--- src/rtl/delay_ctrl_pkg.sv ---
// Shared constants and types for the delay controller.
// Holds register offsets, STATUS/CTRL bit positions and datapath widths.
package delay_ctrl_pkg;

   localparam int unsigned DELAY_W  = 4;
   localparam int unsigned ADDR_W   = 2;
   localparam int unsigned DATA_W   = 32;
   localparam int unsigned EVCNT_W  = 16;

   // Avalon-MM word offsets
   typedef enum logic [ADDR_W-1:0] {
      REG_DELAY   = 2'd0,
      REG_STATUS  = 2'd1,
      REG_EVCOUNT = 2'd2,
      REG_CTRL    = 2'd3
   } reg_addr_e;

   localparam int unsigned STATUS_AT_MIN_BIT = 0;
   localparam int unsigned STATUS_AT_MAX_BIT = 1;
   localparam int unsigned STATUS_LOCK_BIT   = 2;

   localparam int unsigned CTRL_LOCK_BIT = 0;
   localparam int unsigned CTRL_CLR_BIT  = 1;

   // STATUS payload, LSB first: at_min(0), at_max(1), lock(2)
   typedef struct packed {
      logic lock;
      logic at_max;
      logic at_min;
   } status_t;

endpackage

--- src/rtl/delay_ctrl_if.sv ---
// Avalon-MM slave bus bundle for the delay controller.
// master drives address/strobes/writedata; slave returns readdata.
interface delay_ctrl_if;
   import delay_ctrl_pkg::*;

   logic [ADDR_W-1:0] avs_address;
   logic              avs_read;
   logic              avs_write;
   logic [DATA_W-1:0] avs_writedata;
   logic [DATA_W-1:0] avs_readdata;

   modport master (
      output avs_address, avs_read, avs_write, avs_writedata,
      input  avs_readdata
   );

   modport slave (
      input  avs_address, avs_read, avs_write, avs_writedata,
      output avs_readdata
   );

endinterface

--- src/rtl/delay_ctrl_sat_updown.sv ---
// Saturating up/down counter with clamped parallel load.
// Ports: clk, reset_n (sync, active-low), load/load_val (priority load,
// clamped to [MIN,MAX]), inc/dec (both high = hold), value (registered),
// blocked_c (combinational: a single-direction step hit a bound this cycle).
module sat_updown #(
   parameter int unsigned W   = 4,
   parameter int unsigned MIN = 0,
   parameter int unsigned MAX = 15,
   parameter int unsigned RST = 8
) (
   input  logic         clk,
   input  logic         reset_n,
   input  logic         load,
   input  logic [W-1:0] load_val,
   input  logic         inc,
   input  logic         dec,
   output logic [W-1:0] value,
   output logic         blocked_c
);

   localparam logic [W-1:0] MIN_V = W'(MIN);
   localparam logic [W-1:0] MAX_V = W'(MAX);
   localparam logic [W-1:0] RST_V = W'(RST);

   logic         up_c;
   logic         dn_c;
   logic [W-1:0] clamp_c;

   // Step qualification and load clamp; the +1 form avoids an always-false
   // unsigned compare when MIN is zero.
   always_comb begin
      up_c      = !load && inc && !dec;
      dn_c      = !load && dec && !inc;
      blocked_c = (up_c && (value == MAX_V)) || (dn_c && (value == MIN_V));
      clamp_c   = load_val;
      if ((32'(load_val) + 32'd1) <= 32'(MIN))
         clamp_c = MIN_V;
      else if (32'(load_val) > 32'(MAX))
         clamp_c = MAX_V;
   end

   always_ff @(posedge clk) begin
      if (!reset_n)
         value <= RST_V;
      else if (load)
         value <= clamp_c;
      else if (up_c && (value != MAX_V))
         value <= value + W'(1);
      else if (dn_c && (value != MIN_V))
         value <= value - W'(1);
   end

endmodule

--- src/rtl/delay_ctrl.sv ---
// Delay register with key pulses, saturation event counter and Avalon-MM access.
// Ports: clk, reset_n (sync, active-low), bus (Avalon-MM slave modport),
// coe_slower/coe_faster (single-cycle key pulses), coe_delay (registered delay).
module delay_ctrl
   import delay_ctrl_pkg::*;
#(
   parameter int unsigned DELAY_RESET = 8,
   parameter int unsigned DELAY_MIN   = 0,
   parameter int unsigned DELAY_MAX   = 15
) (
   input  logic               clk,
   input  logic               reset_n,
   delay_ctrl_if.slave        bus,
   input  logic               coe_slower,
   input  logic               coe_faster,
   output logic [DELAY_W-1:0] coe_delay
);

   logic               lock_q;
   logic [EVCNT_W-1:0] evcount_q;
   logic               wr_delay_c;
   logic               wr_ctrl_c;
   logic               clr_c;
   logic               key_en_c;
   logic               blocked_c;
   status_t            status_c;
   logic [DATA_W-1:0]  rd_c;
   logic               unused_wdata;

   assign unused_wdata = ^bus.avs_writedata[DATA_W-1:DELAY_W];

   // Write decode; a DELAY write or LOCK suppresses key pulses entirely
   always_comb begin
      wr_delay_c = bus.avs_write && (reg_addr_e'(bus.avs_address) == REG_DELAY);
      wr_ctrl_c  = bus.avs_write && (reg_addr_e'(bus.avs_address) == REG_CTRL);
      clr_c      = wr_ctrl_c && bus.avs_writedata[CTRL_CLR_BIT];
      key_en_c   = !lock_q && !wr_delay_c;
   end

   sat_updown #(
      .W   (DELAY_W),
      .MIN (DELAY_MIN),
      .MAX (DELAY_MAX),
      .RST (DELAY_RESET)
   ) u_delay (
      .clk       (clk),
      .reset_n   (reset_n),
      .load      (wr_delay_c),
      .load_val  (bus.avs_writedata[DELAY_W-1:0]),
      .inc       (key_en_c && coe_slower),
      .dec       (key_en_c && coe_faster),
      .value     (coe_delay),
      .blocked_c (blocked_c)
   );

   // LOCK bit and saturating event counter; clear beats a same-cycle event
   always_ff @(posedge clk) begin
      if (!reset_n) begin
         lock_q    <= 1'b0;
         evcount_q <= '0;
      end else begin
         if (wr_ctrl_c)
            lock_q <= bus.avs_writedata[CTRL_LOCK_BIT];
         if (clr_c)
            evcount_q <= '0;
         else if (blocked_c && (evcount_q != '1))
            evcount_q <= evcount_q + EVCNT_W'(1);
      end
   end

   // Read mux over pre-write state
   always_comb begin
      status_c.at_min = (coe_delay == DELAY_W'(DELAY_MIN));
      status_c.at_max = (coe_delay == DELAY_W'(DELAY_MAX));
      status_c.lock   = lock_q;
      rd_c            = '0;
      case (reg_addr_e'(bus.avs_address))
         REG_DELAY:   rd_c = DATA_W'(coe_delay);
         REG_STATUS:  rd_c = DATA_W'(status_c);
         REG_EVCOUNT: rd_c = DATA_W'(evcount_q);
         REG_CTRL:    rd_c = DATA_W'(lock_q);
         default:     rd_c = '0;
      endcase
   end

   // Read data holds between reads
   always_ff @(posedge clk) begin
      if (!reset_n)
         bus.avs_readdata <= '0;
      else if (bus.avs_read)
         bus.avs_readdata <= rd_c;
   end

endmodule

--- src/flat_wrapper.sv ---
// flat-port wrapper written by rule: the top's interface ports become plain ports
module delay_ctrl_flat import delay_ctrl_pkg::*;
#(
   parameter int unsigned DELAY_RESET = 8,
   parameter int unsigned DELAY_MIN   = 0,
   parameter int unsigned DELAY_MAX   = 15
)
  (clk, reset_n, coe_slower, coe_faster, coe_delay, bus_avs_address, bus_avs_read, bus_avs_write, bus_avs_writedata, bus_avs_readdata);
  delay_ctrl_if bus_i ();
  input  logic clk;
  input  logic reset_n;
  input  logic coe_slower;
  input  logic coe_faster;
  output logic [DELAY_W-1:0] coe_delay;
  input wire logic [$bits(bus_i.avs_address)-1:0] bus_avs_address;
  input wire logic [$bits(bus_i.avs_read)-1:0] bus_avs_read;
  input wire logic [$bits(bus_i.avs_write)-1:0] bus_avs_write;
  input wire logic [$bits(bus_i.avs_writedata)-1:0] bus_avs_writedata;
  output wire logic [$bits(bus_i.avs_readdata)-1:0] bus_avs_readdata;
  assign bus_i.avs_address = bus_avs_address;
  assign bus_i.avs_read = bus_avs_read;
  assign bus_i.avs_write = bus_avs_write;
  assign bus_i.avs_writedata = bus_avs_writedata;
  assign bus_avs_readdata = bus_i.avs_readdata;
  delay_ctrl #(.DELAY_RESET(DELAY_RESET), .DELAY_MIN(DELAY_MIN), .DELAY_MAX(DELAY_MAX)) u_core (.clk(clk), .reset_n(reset_n), .bus(bus_i), .coe_slower(coe_slower), .coe_faster(coe_faster), .coe_delay(coe_delay));
endmodule
--- config.mk ---
export PLATFORM = sky130hd
export DESIGN_NAME = delay_ctrl_flat
export DESIGN_NICKNAME = d
export VERILOG_FILES = /design/src/rtl/delay_ctrl_pkg.sv /design/src/rtl/delay_ctrl_if.sv /design/src/rtl/delay_ctrl_sat_updown.sv /design/src/rtl/delay_ctrl.sv /design/src/flat_wrapper.sv
export SDC_FILE = /design/constraint.sdc
export NUM_CORES = 1
export LEC_CHECK = 0
export CAP_MARGIN = 15
export CORE_MARGIN = 8
export CORE_UTILIZATION = 40
export CTS_CLUSTER_DIAMETER = 40
export CTS_CLUSTER_SIZE = 20
export DETAILED_ROUTE_END_ITERATION = 12
export GPL_ROUTABILITY_DRIVEN = 0
export GPL_TIMING_DRIVEN = 0
export HOLD_SLACK_MARGIN = 0.1
export PLACE_DENSITY_LB_ADDON = 0.2
export SYNTH_ARGS = -nofsm -noshare
export SYNTH_HDL_FRONTEND = slang
export SYNTH_SLANG_ARGS = --single-unit
--- constraint.sdc ---
create_clock -name clk -period 5.35 [get_ports clk]
set_input_delay 0.535 -clock clk [delete_from_list [all_inputs] [get_ports clk]]
set_output_delay 0.535 -clock clk [all_outputs]
set_load 0.1 [all_outputs]
==> results of run 1 <==
==> worst paths after layout <==
path                                                  from                    endpoint  depth (start not counted)
worst max-delay path               u_core.u_delay.value[0]                coe_delay[0]                          1
worst min register to register  u_core.bus.avs_readdata[3]  u_core.bus.avs_readdata[3]                          2
worst max register to register     u_core.u_delay.value[0]     u_core.u_delay.value[3]                          7
worst min-delay path            u_core.bus.avs_readdata[3]  u_core.bus.avs_readdata[3]                          2
==> power groups by stage <==
stage / sequential, mW / combinational [mW] / clock, mW
floorplan: 0.346 / 0.110 / 0
global placement: 0.303 / 0.188 / 0
detailed placement: 0.302 / 0.189 / 0
CTS: 0.296 / 0.189 / 0.199
global route: 0.298 / 0.200 / 0.209
finish: 0.296 / 0.189 / 0.195
==> flip-flops by register name (all words and copies together) (netlist names) <==
name                     count
u_core.bus.avs_readdata     16
u_core.evcount_q            16
u_core.lock_q                1
u_core.u_delay.value         4
==> synthesized netlist by cell type, types with 3 or more instances <==
cell	n	area share
xor2_1	3	0.013
o21ai_0	11	0.027
or3_1	5	0.016
a21oi_1	24	0.060
nand4_1	6	0.019
or4_1	7	0.026
o31ai_1	5	0.019
nor2_1	24	0.045
mux2i_1	8	0.040
inv_1	7	0.013
nor2b_1	13	0.040
clkbuf_1	8	0.015
buf_2	3	0.0075
buf_4	16	0.060
dfxtp_1	37	0.37
ha_1	3	0.019
o211ai_1	3	0.011
nand2_1	14	0.026
nand3_1	10	0.025
==> cell type report <==
| class | instances | share of cell area |
|---|---|---|
| Buffer | 28 | 0.06991 |
| Clock buffer | 7 | 0.03421 |
| Inverter | 7 | 0.01041 |
| Multi-Input combinational cell | 183 | 0.4462 |
| Sequential cell | 37 | 0.2935 |
| Tap cell | 70 | 0.03471 |
| Timing Repair Buffer | 28 | 0.1111 |
==> logic make-up (layout without fill, tap and decap cells) <==
logic type / Yosys count / count (layout) / share of synthesized area
AOI/OAI and AO/OA: 54 / 54 / 0.1672
xor gates and xnor gates: 4 / 4 / 0.01741
adders and majority gates: 4 / 4 / 0.02859
buffers and inverters: 35 / 70 / 0.1007
DFF: 37 / 37 / 0.3679
muxes: 9 / 9 / 0.05096
other: 1 / 16 / 0.001863
and+or+nand+nor: 96 / 96 / 0.2654
==> routing by layer <==
metal / GRT usage / wire length [um] / up-vias
li1: - / - / 923
met1: 0.1590 / 2144 / 843
met2: 0.2012 / 2146 / 47
met3: 0.04151 / 304 / 4
met4: 0.03599 / 21 / 0
met5: 0 / 0 / -
==> metrics.yaml, run 1 <==
io_buffers: 28
final_common_cell: "dfxtp_1"
io-pin-count: 76
layout_common_cells: "37 x dfxtp_1, 28 x clkdlybuf4s50_1, 24 x nor2_1, 24 x a21oi_1"
min_path_type: "reg -> reg"
hold_violations: 0
cp_slowest_cell: "clkdlybuf4s50_1"
grt_util_all_layers: 0.1269
antenna_found_initial: 0
cts_setup_buffers: 0
postCtsHoldBufs: 0
p_clk_frac: 0.287
cts_resized: 0
finalPower_mw: 0.6800
crit_buf_inv: 1
die_w_um: 86.95
p_sw_mw: 0.2436
worst_hold_slack_ps: 507.5
criticalPathCategory: "reg -> out"
critical_path.cell_chain: "clkdlybuf4s50_1"
ant_nets: 0
combinationalPowerShare: 0.277
synth.distinct_cells: 45
vias: 1817
drive_gt1_frac: 0.1241
dp_hpwl_um: 3457
post-route-util: 0.5070
pre_cts_slack_ps: 2685
pwr-share-seq: 0.435
critPathTopFamily: "buffers and inverters"
fin_area_sq_mm: 0.002524
antenna_cells: 0
power_density_mw_per_mm2: 269.5
synthToLayoutAreaGrowth_pct: 25.36
grt_remaining_overflow: 0
instances_no_fill: 360
worstMarginPinSlew_ps: 993.0
root_buffer: "clkbuf_8"
clk_pin_slew_ps: 70
yosysWarnings: 0
internal_power_mw: 0.4365
peakVddDrop_v: 0.0001803
swShare: 0.3582
finalCritPeriodShare: 0.4792
slew_headroom: 0.3359
post_dp_cell_area_sq_mm: 0.002437
die_h_um: 86.95
maxCapViolCount: 0
grt_pass1_vias: 1699
slew_viol_final: 0
critPathCaptureType: "output pin"
clock-sinks: 37
synth_edf_count: 0
cts_buffer_depth: 2
skew_ps: 5.744
status: "complete, no violations"
rsz0062_at_grt: "no"
ys_ff_latch: 37
layout_min_cycle_time_ps: 2563
start_kind: "flop"
cp.required_ps: 4820
tns_ps: 0
setup_viol: 0
start_util: 0.4045
dieArea_sq_mm: 0.007559
drt-total-wl_um: 4616
ys_seq_area_frac: 0.3679
synthesis.area_sq_mm: 0.002013
p_leak_nw: 0.9468
crit_arrival_ps: 2030
slowest_delay_ps: 1210
row_count: 26
cts_inserted_buffers: 5
clk_latency_ps: 280
num-nets-final: 334
dr.first_iter.drc_count: 86
netlist_instances: 240
seq_area_sq_um: 740.7
drtPass1Iterations: 4
synth-async-reset-ratio: 0
grt_max_degree: 11
grt_first_pass_wirelength_um: 7783
synth-main-ff-cell: "dfxtp_1"
via_per_inst: 5.047
ctsHtreeMaxLevel: 2
drc: 0
worst-path-max-fanout: 8
wire_per_inst_um: 12.82
postSynthAreaPerCell_sq_um: 8.388
core_sq_mm: 0.004977
multi_input_area_sq_mm: 0.001126
r2r_slack_ps: 3190
n_fill_cell: 520
dp_cells: 353
fmax_mhz: 390.1
cts_tree: "done"
setup_ws_ps: 2787
No activity file was read; power rests on OpenSTA's default activity.
==> run 2: changes to the inputs <==
==> constraint.sdc (replaced) <==
create_clock -name clk -period 2.4 [get_ports clk]
set_input_delay 0.24 -clock clk [delete_from_list [all_inputs] [get_ports clk]]
set_output_delay 0.24 -clock clk [all_outputs]
set_load 0.1 [all_outputs]
==> run 2 against run 1 <==
Against the previous run: clock power grew to 2.9 times the previous value; clock skew is 2.3 ps higher; via count is 1.4% lower; first-iteration DRC count is 12% lower; critical path depth stayed put; sequential share of layout area is 0.25 points lower; final cell count is 0.28% higher; combinational power is 120% higher; global-route usage is 0.19 points higher; total power is 140% higher; register-to-register slack worse by 2800 ps; final area is 1.5% higher.
==> metrics.yaml, run 2 (synthesis gave the netlist of run 1 again) <==
grt_remaining_overflow: 0
grt_first_pass_wirelength_um: 7879
final_common_cell: "dfxtp_1"
clock-sinks: 37
hold_violations: 0
via_per_inst: 4.961
drt-total-wl_um: 4716
crit_buf_inv: 1
root_buffer: "clkbuf_8"
cts_setup_buffers: 0
skew_ps: 8.017
slew_viol_final: 0
vias: 1791
wire_per_inst_um: 13.06
cp.required_ps: 2160
setup_viol: 0
row_count: 26
tns_ps: 0
status: "complete, no violations"
pwr-share-seq: 0.400
slowest_delay_ps: 1170
top_regs: "u_core.bus.avs_readdata: 16 flops, u_core.evcount_q: 16 flops, u_core.u_delay.value: 4 flops"
drtPass1Iterations: 4
clk_pin_slew_ps: 80
start_kind: "flop"
internal_power_mw: 1.086
crit_start: "u_core.u_delay.value[0]"
crit_arrival_ps: 1910
layout_common_cells: "33 x dfxtp_1, 28 x clkdlybuf4s50_1, 24 x nor2_1, 24 x a21oi_1"
cts_resized: 0
io-pin-count: 76
post-route-util: 0.5148
p_sw_mw: 0.5697
slew_headroom: 0.3458
p_clk_frac: 0.347
drive_gt1_frac: 0.1443
core_sq_mm: 0.004977
die_h_um: 86.95
worst-path-max-fanout: 8
critPathCaptureType: "output pin"
cp_slowest_cell: "clkdlybuf4s50_1"
grt_max_degree: 13
ctsHtreeMaxLevel: 2
drc: 0
grt_util_all_layers: 0.1288
clk_latency_ps: 290
critical_path.cell_chain: "clkdlybuf4s50_1"
swShare: 0.3441
synthToLayoutAreaGrowth_pct: 27.28
io_buffers: 28
combinationalPowerShare: 0.254
min_path_type: "in -> reg"
peakVddDrop_v: 0.0004237
dieArea_sq_mm: 0.007559
maxCapViolCount: 0
antenna_cells: 0
cts_tree: "done"
grt_pass1_vias: 1705
finalCritPeriodShare: 0.8939
cts_buffer_depth: 2
die_w_um: 86.95
worst_hold_slack_ps: 430.0
hp-start: "bus_avs_address[1]"
dr.first_iter.drc_count: 76
layout_min_cycle_time_ps: 2145
num-nets-final: 334
criticalPathCategory: "reg -> out"
finalPower_mw: 1.656
rsz0062_at_grt: "no"
cts_inserted_buffers: 5
dp_hpwl_um: 3500
ant_nets: 0
fmax_mhz: 466.1
p_leak_nw: 0.9605
postCtsHoldBufs: 0
antenna_found_initial: 0
r2r-start: "u_core.evcount_q[0]"
worstMarginPinSlew_ps: 978.2
start_util: 0.4045
power_density_mw_per_mm2: 646.1
critPathTopFamily: "buffers and inverters"
## run 2: cell types whose count changed in the layout (fill, tap and decap cells not counted), sizes merged
cell,delta
clkinvlp,+1
clkbuf,-1
bufinv,+1
## run 2: area by class of cell
| type | instances | area (sq um) |
|---|---|---|
| Multi-Input combinational cell | 183 | 1126 |
| Clock inverter | 2 | 37.54 |
| Tap cell | 70 | 87.58 |
| Timing Repair Buffer | 28 | 280.3 |
| Clock buffer | 6 | 82.58 |
| Sequential cell | 37 | 745.7 |
| Fill cell | 479 | 2415 |
| Inverter | 7 | 26.28 |
| Buffer | 28 | 176.4 |
## run 2: layer usage
layer  vias up  global-route usage  routed length [um]
met3         5             0.03019                 202
met2        34              0.2144                2256
met4         0             0.05634                  59
met1       830              0.1533                2198
li1        922                   -                   -
met5         -                   0                   0
## run 2: power groups by stage
stage,registers (mW),logic (mW),clock network [mW]
5_1_grt,0.666,0.445,0.614
3_5_place_dp,0.675,0.421,0
3_3_place_gp,0.675,0.420,0
2_1_floorplan,0.774,0.246,0
4_1_cts,0.661,0.422,0.585
6_report,0.662,0.420,0.574
## run 2: worst reg2reg max path, stage by stage, from the launching register on
cell	delay [ps]
dfxtp_1	430
ha_1	200
nand3_1	130
or4_4	580
nand3_2	150
buf_2	240
xor2_1	170
nor2_1	50
## run 2: final timing paths
| kind | cells past startpoint | endpoint | slack [ps] |
|---|---|---|---|
| worst max register to register | 7 | u_core.evcount_q[0] | 350 |
| worst max-delay path | 1 | coe_delay[0] | 250 |
| worst min-delay path | 4 | u_core.lock_q | 430 |
| worst min register to register | 2 | u_core.bus.avs_readdata[2] | 510 |
## run 2: per-stage QoR
| step | std cells | cell area, sq um | worst slack (ps) |
|---|---|---|---|
| 2_1_floorplan | 255 | 2074 | 161.7 |
| 3_3_place_gp | 353 | 2442 | 68.78 |
| 3_5_place_dp | 353 | 2442 | 56.40 |
| 4_1_cts | 361 | 2562 | 244.0 |
| 5_1_grt | 361 | 2562 | 200.6 |
| 6_report | 361 | 2562 | 254.6 |
==> run 3: changes to the inputs <==
--- a/config.mk
+++ b/config.mk
@@ -14,7 +14,7 @@
 export GPL_ROUTABILITY_DRIVEN = 0
 export GPL_TIMING_DRIVEN = 0
 export HOLD_SLACK_MARGIN = 0.1
-export PLACE_DENSITY_LB_ADDON = 0.2
+export PLACE_DENSITY_LB_ADDON = 0.15
 export SYNTH_ARGS = -nofsm -noshare
 export SYNTH_HDL_FRONTEND = slang
 export SYNTH_SLANG_ARGS = --single-unit
==> run 3 against run 2 <==
Against the previous run: final area is 0.63% lower; via count is 1.5% lower; sequential power hardly changed; combinational power hardly changed; worst setup slack better by 17 ps; count of clock-buffer cells in the layout is 1 lower; maximum frequency is 0.82% higher; final cell count is 0.28% lower; die area stayed put; clock skew is 0.60 ps lower.
==> metrics.yaml, run 3 (synthesis gave the netlist of run 1 again) <==
status: "complete, no violations"
n_fill_cell: 497
cp_slowest_cell: "clkdlybuf4s50_1"
finalPower_mw: 1.602
layout_min_cycle_time_ps: 2128
grt_first_pass_wirelength_um: 8073
die_h_um: 86.95
hold_violations: 0
clk_latency_ps: 290
top_regs: "u_core.bus.avs_readdata: 16 flops, u_core.evcount_q: 16 flops, u_core.u_delay.value: 4 flops"
fmax_mhz: 469.9
num-nets-final: 334
drtPass1Iterations: 4
grt_util_all_layers: 0.1321
antenna_found_initial: 0
pre_cts_slack_ps: 5.487
p_leak_nw: 0.9571
die_w_um: 86.95
final_common_cell: "dfxtp_1"
ant_nets: 0
power_density_mw_per_mm2: 629.0
ctsHtreeMaxLevel: 2
critPathCaptureType: "output pin"
dr.first_iter.drc_count: 91
root_buffer: "clkbuf_8"
dp_hpwl_um: 3504
io_buffers: 28
tns_ps: 0
clk_pin_slew_ps: 70
io-pin-count: 76
cts_tree: "done"
worst_hold_slack_ps: 435.0
seq_area_sq_um: 745.7
multi_input_area_sq_mm: 0.001126
start_util: 0.4045
worst-path-max-fanout: 8
layout_common_cells: "33 x dfxtp_1, 28 x clkdlybuf4s50_1, 24 x nor2_1, 24 x a21oi_1"
grt_remaining_overflow: 0
slew_headroom: 0.3486
setup_viol: 0
drt-total-wl_um: 4759
cts_resized: 0
drive_gt1_frac: 0.1414
slew_viol_final: 0
rsz0062_at_grt: "no"
dp_cells: 353
vias: 1765
maxCapViolCount: 0
crit_arrival_ps: 1890
instances_no_fill: 360
drc: 0
wire_per_inst_um: 13.22
peakVddDrop_v: 0.0004416
cts_buffer_depth: 2
worstMarginPinSlew_ps: 974.1
criticalPathCategory: "reg -> out"
postCtsHoldBufs: 0
crit_buf_inv: 1
clock-sinks: 37
cts_inserted_buffers: 5
cp.required_ps: 2160
skew_ps: 7.416
row_count: 26
dieArea_sq_mm: 0.007559
critical_path.cell_chain: "clkdlybuf4s50_1"
setup_ws_ps: 272.0
antenna_cells: 0
finalCritPeriodShare: 0.8867
core_sq_mm: 0.004977
min_path_type: "in -> reg"
slowest_delay_ps: 1170
cts_setup_buffers: 0
grt_max_degree: 12
via_per_inst: 4.903
grt_pass1_vias: 1617
critPathTopFamily: "buffers and inverters"
synthToLayoutAreaGrowth_pct: 26.48
start_kind: "flop"
==> run 3: cell types whose count changed in the layout (fill, tap and decap cells not counted) <==
cell        delta
clkbuf_8       -1
clkinv_2       +1
clkinvlp_4     -1
==> run 3: area by class of cell <==
| type | instances | area share |
|---|---|---|
| Clock inverter | 2 | 0.01376 |
| Inverter | 7 | 0.01032 |
| Timing Repair Buffer | 28 | 0.1101 |
| Multi-Input combinational cell | 183 | 0.4423 |
| Clock buffer | 5 | 0.02703 |
| Tap cell | 70 | 0.03440 |
| Sequential cell | 37 | 0.2929 |
| Buffer | 28 | 0.06929 |
==> run 3: per-stage QoR <==
step / utilization / instance area (sq um)
4_1_cts: 0.5116 / 2546
2_1_floorplan: - / 2074
6_report: 0.5116 / 2546
3_5_place_dp: 0.4907 / 2442
5_1_grt: 0.5116 / 2546
3_3_place_gp: 0.4907 / 2442
==> run 3: worst paths after layout <==
check                              from                         end  slack, ps  depth (start not counted)
max             u_core.u_delay.value[0]                coe_delay[0]        270                          1
min                  bus_avs_address[1]               u_core.lock_q        440                          4
max reg2reg         u_core.evcount_q[4]         u_core.evcount_q[0]        280                          6
min reg2reg  u_core.bus.avs_readdata[3]  u_core.bus.avs_readdata[3]        510                          2
==> run 3: power by group <==
part	switching [mW]	internal, mW	total, mW	leakage (nW)
Combinational	0.305	0.116	0.421	0.603
Sequential	0.0304	0.632	0.663	0.300
Clock	0.216	0.302	0.518	0.0540
==> run 3: metal layers <==
metal | wire [um] | up-vias | GRT usage
met3 | 216 | 6 | 0.03396
li1 | - | 923 | -
met4 | 48 | 0 | 0.04695
met1 | 2355 | 807 | 0.1716
met2 | 2138 | 29 | 0.2047
met5 | 0 | - | 0
